**src/rtl/mem_port_arbiter_pkg.sv**
```systemverilog
// mem_port_arbiter_pkg: types and constants shared by the memory port arbiter,
// its round-robin sub-block, and anything that needs to decode ownership.
//   arb_state_t : arbiter FSM state
//   requester_t : which requester owns a transaction / was granted last
//   CNT_W       : read latency counter width (covers READ_LAT 1..7)
package mem_port_arbiter_pkg;

    typedef enum logic {
        IDLE      = 1'b0,
        READ_WAIT = 1'b1
    } arb_state_t;

    typedef enum logic {
        REQ_IF   = 1'b0,
        REQ_DATA = 1'b1
    } requester_t;

    localparam int CNT_W = 3;

    // Grant vector bit 0 is the fetch port, bit 1 is the data port.
    function automatic requester_t gnt_owner(input logic [1:0] gnt);
        requester_t owner;
        if (gnt[1]) begin
            owner = REQ_DATA;
        end else begin
            owner = REQ_IF;
        end
        return owner;
    endfunction

endpackage

```
**src/rtl/mem_port_arbiter_if.sv**
```systemverilog
// mem_port_arbiter_if: bundles the fetch port, the data port and the shared
// memory port of the arbiter.
//   slave  : arbiter side (takes requests and read data, drives grants,
//            read responses and the memory command)
//   master : requester/memory side (drives requests and read data)
interface mem_port_arbiter_if #(
    parameter int ADDR_W = 64,
    parameter int DATA_W = 64
);
    logic              if_req;
    logic [ADDR_W-1:0] if_addr;
    logic              if_gnt;
    logic              if_rvalid;
    logic [31:0]       if_rdata;

    logic              d_req;
    logic              d_we;
    logic [ADDR_W-1:0] d_addr;
    logic [DATA_W-1:0] d_wdata;
    logic              d_gnt;
    logic              d_rvalid;
    logic [DATA_W-1:0] d_rdata;

    logic [ADDR_W-1:0] mem_addr;
    logic              mem_we;
    logic [DATA_W-1:0] mem_wdata;
    logic [DATA_W-1:0] mem_rdata;

    modport slave (
        input  if_req, if_addr,
        input  d_req, d_we, d_addr, d_wdata,
        input  mem_rdata,
        output if_gnt, if_rvalid, if_rdata,
        output d_gnt, d_rvalid, d_rdata,
        output mem_addr, mem_we, mem_wdata
    );

    modport master (
        output if_req, if_addr,
        output d_req, d_we, d_addr, d_wdata,
        output mem_rdata,
        input  if_gnt, if_rvalid, if_rdata,
        input  d_gnt, d_rvalid, d_rdata,
        input  mem_addr, mem_we, mem_wdata
    );

endinterface

```
**src/rtl/mem_port_arbiter_rr_arbiter_2.sv**
```systemverilog
// rr_arbiter_2: two-way round-robin grant decode, purely combinational.
//   i_req[0]     : fetch port requesting
//   i_req[1]     : data port requesting
//   i_last_owner : requester granted most recently
//   o_gnt[1:0]   : one-hot grant (or zero when nobody requests)
module rr_arbiter_2
    import mem_port_arbiter_pkg::*;
(
    input  logic [1:0] i_req,
    input  requester_t i_last_owner,
    output logic [1:0] o_gnt
);

    always_comb begin
        o_gnt = 2'b00;
        case (i_req)
            2'b01:   o_gnt = 2'b01;
            2'b10:   o_gnt = 2'b10;
            // On a tie the requester that did not win last time goes first.
            2'b11:   o_gnt = (i_last_owner == REQ_IF) ? 2'b10 : 2'b01;
            default: o_gnt = 2'b00;
        endcase
    end

endmodule

```
**src/rtl/mem_port_arbiter.sv**
```systemverilog
// mem_port_arbiter: shares a single memory port between an instruction-fetch
// read port and a load/store data port, one transaction in flight at a time.
//   clk      : rising-edge clock
//   reset    : asynchronous, active-high
//   bus      : mem_port_arbiter_if.slave
//              fetch : if_req/if_addr in, if_gnt/if_rvalid/if_rdata out
//              data  : d_req/d_we/d_addr/d_wdata in, d_gnt/d_rvalid/d_rdata out
//              memory: mem_addr/mem_we/mem_wdata out, mem_rdata in
//                      (read data valid READ_LAT cycles after the address)
//
// state     | meaning
// ----------+-----------------------------------------------------------------
// IDLE      | grants issued combinationally; stores complete in the grant cycle
// READ_WAIT | read outstanding; no grants, counter runs down to rvalid
module mem_port_arbiter
    import mem_port_arbiter_pkg::*;
#(
    parameter int ADDR_W   = 64,
    parameter int DATA_W   = 64,
    parameter int READ_LAT = 1
) (
    input  logic              clk,
    input  logic              reset,
    mem_port_arbiter_if.slave bus
);

    // The grant cycle itself is the first latency cycle, hence the -1.
    localparam logic [CNT_W-1:0] LAT_LOAD = CNT_W'(READ_LAT - 1);

    arb_state_t        r_state;
    logic [CNT_W-1:0]  r_cnt;
    requester_t        r_last_owner;
    requester_t        r_owner;
    logic [ADDR_W-1:0] r_addr;

    logic              w_idle;
    logic [1:0]        w_req;
    logic [1:0]        w_gnt;
    logic              w_gnt_if;
    logic              w_gnt_d;
    logic              w_start_read;
    logic              w_done;
    logic              w_rv_if;
    logic              w_rv_d;
    logic [DATA_W-1:0] w_mem_rdata;

    assign w_idle = (r_state == IDLE);

    // Grants are combinational, so they are also masked while reset is high.
    assign w_req = (w_idle && !reset) ? {bus.d_req, bus.if_req} : 2'b00;

    rr_arbiter_2 u_rr_arbiter_2 (
        .i_req        (w_req),
        .i_last_owner (r_last_owner),
        .o_gnt        (w_gnt)
    );

    assign w_gnt_if     = w_gnt[0];
    assign w_gnt_d      = w_gnt[1];
    assign w_start_read = w_gnt_if | (w_gnt_d & ~bus.d_we);
    assign w_done       = (r_state == READ_WAIT) && (r_cnt == '0);
    assign w_rv_if      = w_done && (r_owner == REQ_IF);
    assign w_rv_d       = w_done && (r_owner == REQ_DATA);
    assign w_mem_rdata  = bus.mem_rdata;

    assign bus.if_gnt    = w_gnt_if;
    assign bus.d_gnt     = w_gnt_d;
    assign bus.if_rvalid = w_rv_if;
    assign bus.d_rvalid  = w_rv_d;

    // Read data is zeroed outside the owner's rvalid so it is never X.
    assign bus.if_rdata = w_rv_if ? w_mem_rdata[31:0] : 32'h0;
    assign bus.d_rdata  = w_rv_d ? w_mem_rdata : '0;

    // The memory command follows the winner in the grant cycle; otherwise the
    // address of the last read is held so the memory sees a stable address
    // for the whole latency window.
    always_comb begin
        bus.mem_addr  = r_addr;
        bus.mem_we    = 1'b0;
        bus.mem_wdata = '0;
        if (w_gnt_d) begin
            bus.mem_addr  = bus.d_addr;
            bus.mem_we    = bus.d_we;
            bus.mem_wdata = bus.d_wdata;
        end else if (w_gnt_if) begin
            bus.mem_addr  = bus.if_addr;
        end
    end

    always_ff @(posedge clk or posedge reset) begin
        if (reset) begin
            r_state      <= IDLE;
            r_cnt        <= '0;
            r_last_owner <= REQ_DATA;
            r_owner      <= REQ_IF;
            r_addr       <= '0;
        end else begin
            case (r_state)
                IDLE: begin
                    if (w_gnt != 2'b00) begin
                        r_last_owner <= gnt_owner(w_gnt);
                    end
                    if (w_start_read) begin
                        r_state <= READ_WAIT;
                        r_cnt   <= LAT_LOAD;
                        r_owner <= gnt_owner(w_gnt);
                        r_addr  <= w_gnt_d ? bus.d_addr : bus.if_addr;
                    end
                end
                READ_WAIT: begin
                    if (r_cnt == '0) begin
                        r_state <= IDLE;
                    end else begin
                        r_cnt <= r_cnt - 1'b1;
                    end
                end
                default: begin
                    r_state <= IDLE;
                end
            endcase
        end
    end

endmodule

```
**src/flat_wrapper.sv**
```systemverilog
// flat-port wrapper written by rule: the top's interface ports become plain ports
module mem_port_arbiter_flat import mem_port_arbiter_pkg::*;
#(
    parameter int ADDR_W   = 64,
    parameter int DATA_W   = 64,
    parameter int READ_LAT = 1
)
  (clk, reset, bus_if_req, bus_if_addr, bus_d_req, bus_d_we, bus_d_addr, bus_d_wdata, bus_mem_rdata, bus_if_gnt, bus_if_rvalid, bus_if_rdata, bus_d_gnt, bus_d_rvalid, bus_d_rdata, bus_mem_addr, bus_mem_we, bus_mem_wdata);
  mem_port_arbiter_if #(.ADDR_W(ADDR_W), .DATA_W(DATA_W)) bus_i ();
  input  logic clk;
  input  logic reset;
  input wire logic [$bits(bus_i.if_req)-1:0] bus_if_req;
  input wire logic [$bits(bus_i.if_addr)-1:0] bus_if_addr;
  input wire logic [$bits(bus_i.d_req)-1:0] bus_d_req;
  input wire logic [$bits(bus_i.d_we)-1:0] bus_d_we;
  input wire logic [$bits(bus_i.d_addr)-1:0] bus_d_addr;
  input wire logic [$bits(bus_i.d_wdata)-1:0] bus_d_wdata;
  input wire logic [$bits(bus_i.mem_rdata)-1:0] bus_mem_rdata;
  output wire logic [$bits(bus_i.if_gnt)-1:0] bus_if_gnt;
  output wire logic [$bits(bus_i.if_rvalid)-1:0] bus_if_rvalid;
  output wire logic [$bits(bus_i.if_rdata)-1:0] bus_if_rdata;
  output wire logic [$bits(bus_i.d_gnt)-1:0] bus_d_gnt;
  output wire logic [$bits(bus_i.d_rvalid)-1:0] bus_d_rvalid;
  output wire logic [$bits(bus_i.d_rdata)-1:0] bus_d_rdata;
  output wire logic [$bits(bus_i.mem_addr)-1:0] bus_mem_addr;
  output wire logic [$bits(bus_i.mem_we)-1:0] bus_mem_we;
  output wire logic [$bits(bus_i.mem_wdata)-1:0] bus_mem_wdata;
  assign bus_i.if_req = bus_if_req;
  assign bus_i.if_addr = bus_if_addr;
  assign bus_i.d_req = bus_d_req;
  assign bus_i.d_we = bus_d_we;
  assign bus_i.d_addr = bus_d_addr;
  assign bus_i.d_wdata = bus_d_wdata;
  assign bus_i.mem_rdata = bus_mem_rdata;
  assign bus_if_gnt = bus_i.if_gnt;
  assign bus_if_rvalid = bus_i.if_rvalid;
  assign bus_if_rdata = bus_i.if_rdata;
  assign bus_d_gnt = bus_i.d_gnt;
  assign bus_d_rvalid = bus_i.d_rvalid;
  assign bus_d_rdata = bus_i.d_rdata;
  assign bus_mem_addr = bus_i.mem_addr;
  assign bus_mem_we = bus_i.mem_we;
  assign bus_mem_wdata = bus_i.mem_wdata;
  mem_port_arbiter #(.ADDR_W(ADDR_W), .DATA_W(DATA_W), .READ_LAT(READ_LAT)) u_core (.clk(clk), .reset(reset), .bus(bus_i));
endmodule
```
**config.mk**
```make
export PLATFORM = sky130hd
export DESIGN_NAME = mem_port_arbiter_flat
export DESIGN_NICKNAME = d
export VERILOG_FILES = /design/src/rtl/mem_port_arbiter_pkg.sv /design/src/rtl/mem_port_arbiter_if.sv /design/src/rtl/mem_port_arbiter_rr_arbiter_2.sv /design/src/rtl/mem_port_arbiter.sv /design/src/flat_wrapper.sv
export SDC_FILE = /design/constraint.sdc
export NUM_CORES = 1
export LEC_CHECK = 0
export CAP_MARGIN = 20
export CORE_AREA = 2 2 189 191
export CTS_BUF_LIST = sky130_fd_sc_hd__clkbuf_4 sky130_fd_sc_hd__clkbuf_8
export CTS_CLUSTER_DIAMETER = 200
export DETAILED_ROUTE_END_ITERATION = 10
export DIE_AREA = 0 0 191 193
export PLACE_DENSITY = 0.46
export SLEW_MARGIN = 20
export SYNTH_ARGS = -nofsm -noshare
export SYNTH_HDL_FRONTEND = slang
export SYNTH_SLANG_ARGS = --single-unit
```
**constraint.sdc**
```tcl
create_clock -name clk -period 2 [get_ports clk]
set_input_delay 0.3 -clock clk [delete_from_list [all_inputs] [get_ports clk]]
set_output_delay 0.3 -clock clk [all_outputs]
set_load 0.05 [all_outputs]
```
==> run_results.csv <==
group,metric,value,unit
sta,maxClockFrequency,425,MHz
yosys,yosys.area.top_type,"dfrtp_1",
cts,cts_buffer_depth,2,
yosys,synth.area.top_cells,"dfrtp_1 (30%), and2_1 (18%), mux2i_1 (11%), mux2_2 (8.8%), mux2_1 (8.0%)",
detailed_routing,drt-total-wl,33900,microns
yosys,synth_area,5740,sq um
placed_design,place_hpwl,24100,microns
pwr,p_leak,6.92,nW
detailed_routing,vias,7129,
finish,final_nets,1496,
die,design.core.area,35000,sq um
min_path,min_path_type,"in -> async",
global_route,grt_use_met2,0.294,
global_route,grt.overflow.total,0,
cts,cts_max_level,3,
sta,period_needed,2.35,ns
cts,clkSinkCount,70,
worst_setup_path,critical_path_class,"reg -> out",
die,die_height,193,microns
sta,setup_viol,261,
global_route,track_usage,0.164,
global_route,grt_pass1_wl,45600,microns
finish,fillers,3092,
detailed_routing,final_antenna_net_count,0,
outcome,violations,"negative setup slack",
die,die_width,191,microns
global_route,grt_pass1_vias,7142,
detailed_routing,wire_per_inst,19.9,microns
global_route,antenna_found_initial,2,
sta,finalCritPeriodShare,1.18,
cts,cts.clk_slew.worst_paths,0.08,ns
global_route,grt_max_degree,37,
die,start_util,0.164,
sta,rsz0062_at_grt,"yes",
yosys,ys_seq_elements,70,
cts,cts_buffers,9,
die,die_area,36900,sq um
worst_setup_path,crit_path_start_kind,"flop",
yosys,synthDistinctLibCells,29,
finish,final_core_util,0.498,
worst_setup_path,cp_max_fo,8,
pwr,peakVddDrop,497,uV
cts,cts_tree,"yes",
global_route,grtUsageMet1,0.187,
pwr,power.total,0.0118,W
sta,finalHoldViolCount,0,
detailed_routing,via_per_inst,4.19,
sta,setup_slack,-0.355,ns
yosys,synth_most_common_cell,"and2_1",
cts,clock_latency,0.37,ns
yosys,syn_avg_cell_area,8.74,sq um
detailed_routing,drt_iter0_drc,130,
detailed_routing,dr.pass1.iters,4,
die,rows,69,
worst_setup_path,crit_arrival,2.05,ns
yosys,synth-main-ff-cell,"dfrtp_1",
worst_setup_path,cp-end-kind,"output port",
cts,cts_root_buffer,"clkbuf_8",
sta,slew_headroom,0.828,
yosys,syn_nets,920,
detailed_routing,drc,0,
yosys,synth_commonest_cells,"and2_1 (161), nand2_1 (89), o21ai_0 (86)",
die,io_pins,490,
yosys,synth_cells,657,
pwr,p_per_area,678,nW/um^2
global_route,grt.met3_usage,0.0594,
yosys,ys_seq_area_frac,0.305,
yosys,synth_edf_count,0,
placed_design,gp_congestion,0.776,
job,max_cap_violations,0,
yosys,synth_top_area_frac,0.301,
worst_setup_path,worstPathRequired,1.70,ns
global_route,grt-busiest-layer,"met2",
sta,tightest_slew,0.259,ns
sta,skew,0.0160,ns
outcome,status,"finished, violations left",
sta,tns,-62.13,ns
finish,drive_above_1_share,0.620,
finish,area_delta_synth_final,203,%
sta,slew_violations,0,
yosys,synth_warnings,0,
placed_design,numPortBuffers,489,
yosys,async_reset_ff_frac,1.00,
[worst max-delay path, cell delays in order (launching register included)]
cell	delay [ns]
dfstp_2	0.53
nand2b_4	0.13
nand3_4	0.14
clkinv_8	0.17
clkbuf_16	0.22
mux2i_4	0.26
o21ai_4	0.09
buf_12	0.15
[layout by cell type (no fill, tap or decap), types with 4 or more instances in the layout]
master / instances
a22oi_1: 21
and2_2: 5
and2_4: 156
buf_12: 259
buf_16: 13
buf_4: 37
buf_6: 20
buf_8: 14
clkbuf_16: 15
clkbuf_8: 9
clkdlybuf4s50_1: 257
clkinvlp_4: 5
dfrtp_1: 69
mux2_1: 20
mux2_2: 28
mux2_4: 38
mux2i_1: 6
mux2i_2: 7
mux2i_4: 52
nand2_1: 62
nand2_2: 23
nand2_4: 4
o21ai_0: 22
o21ai_2: 25
o21ai_4: 38
[flip-flops by register name, indices dropped and copies added, names as in the netlist]
register and cells:
u_core.r_owner 1, u_core.r_cnt 3, u_core.r_state 1, u_core.r_addr 64, u_core.r_last_owner 1
[path summary, 6_finish.rpt]
| kind | from | endpoint | slack, ns | cells past startpoint |
|---|---|---|---|---|
| hold reg to reg | u_core.r_addr[53] | u_core.r_addr[53] | 0.52 | 1 |
| setup / recovery | u_core.r_last_owner | bus_mem_addr[47] | -0.35 | 7 |
| hold / removal | reset | u_core.r_addr[51] | 0.21 | 3 |
| max in group asynchronous | reset | u_core.r_last_owner | 1.53 | 3 |
| setup reg to reg | u_core.r_state | u_core.r_addr[24] | -0.26 | 9 |
| min in group clk | u_core.r_addr[53] | u_core.r_addr[53] | 0.52 | 1 |
[layout make-up]
cell class | count | area, sq um | area share
Timing Repair Buffer | 619 | 9260 | 0.532
Multi-Input combinational cell | 526 | 5570 | 0.320
Sequential cell | 70 | 1750 | 0.101
Tap cell | 461 | 577 | 0.0331
Clock buffer | 10 | 131 | 0.00754
Clock inverter | 6 | 70.1 | 0.00402
Inverter | 6 | 38.8 | 0.00223
Timing Repair inverter | 1 | 7.51 | 0.000431
Antenna cell | 1 | 2.50 | 0.000144
[power breakdown]
group | switching [W] | internal (W)
registers | 0.000344 | 0.00178
logic | 0.00395 | 0.00448
clock network | 0.000653 | 0.000597
total | 0.00494 | 0.00686
[cell families (layout without fill, tap and decap cells)]
kind of cell             after synthesis  count (layout)  synth area share
AO/OA/AOI/OAI                        113             113             0.109
adder cells (fa/ha/maj)                2               2           0.00436
buffers and inverters                 61             642            0.0538
flip-flops                            70              70             0.305
multiplexers                         151             151             0.282
other                                  0               1                 0
AND/OR/NAND/NOR                      260             260             0.245
[per-stage QoR]
stage,cell area [sq um],hold WS (ns),std cells,worst slack (ns)
CTS,16100,0.202,1663,-0.381
finish,17400,0.208,1700,-0.355
global placement,14400,0.463,1604,-0.439
floorplan,6290,0.370,657,-0.266
global route,17400,0.231,1700,-0.454
detailed placement,14400,0.470,1604,-0.448
[per-layer routing]
layer  vias up  routed length (microns)
li1       3407                        -
met1      3424                    12600
met2       273                    17800
met3        25                     3010
met4         0                      558
met5         -                        0
[timing repair]
item / 4_1_cts / 5_1_grt
pin swaps: 77 / 64
gates cloned: 16 / 17
buffers inserted: 27 / 27
hold buffers: 0 / 0
endpoints found under the setup margin: 229 / 263
gates resized for setup: 254 / 221
hold endpoints to repair: 0 / 0
Power figures use the tool's default switching activity.
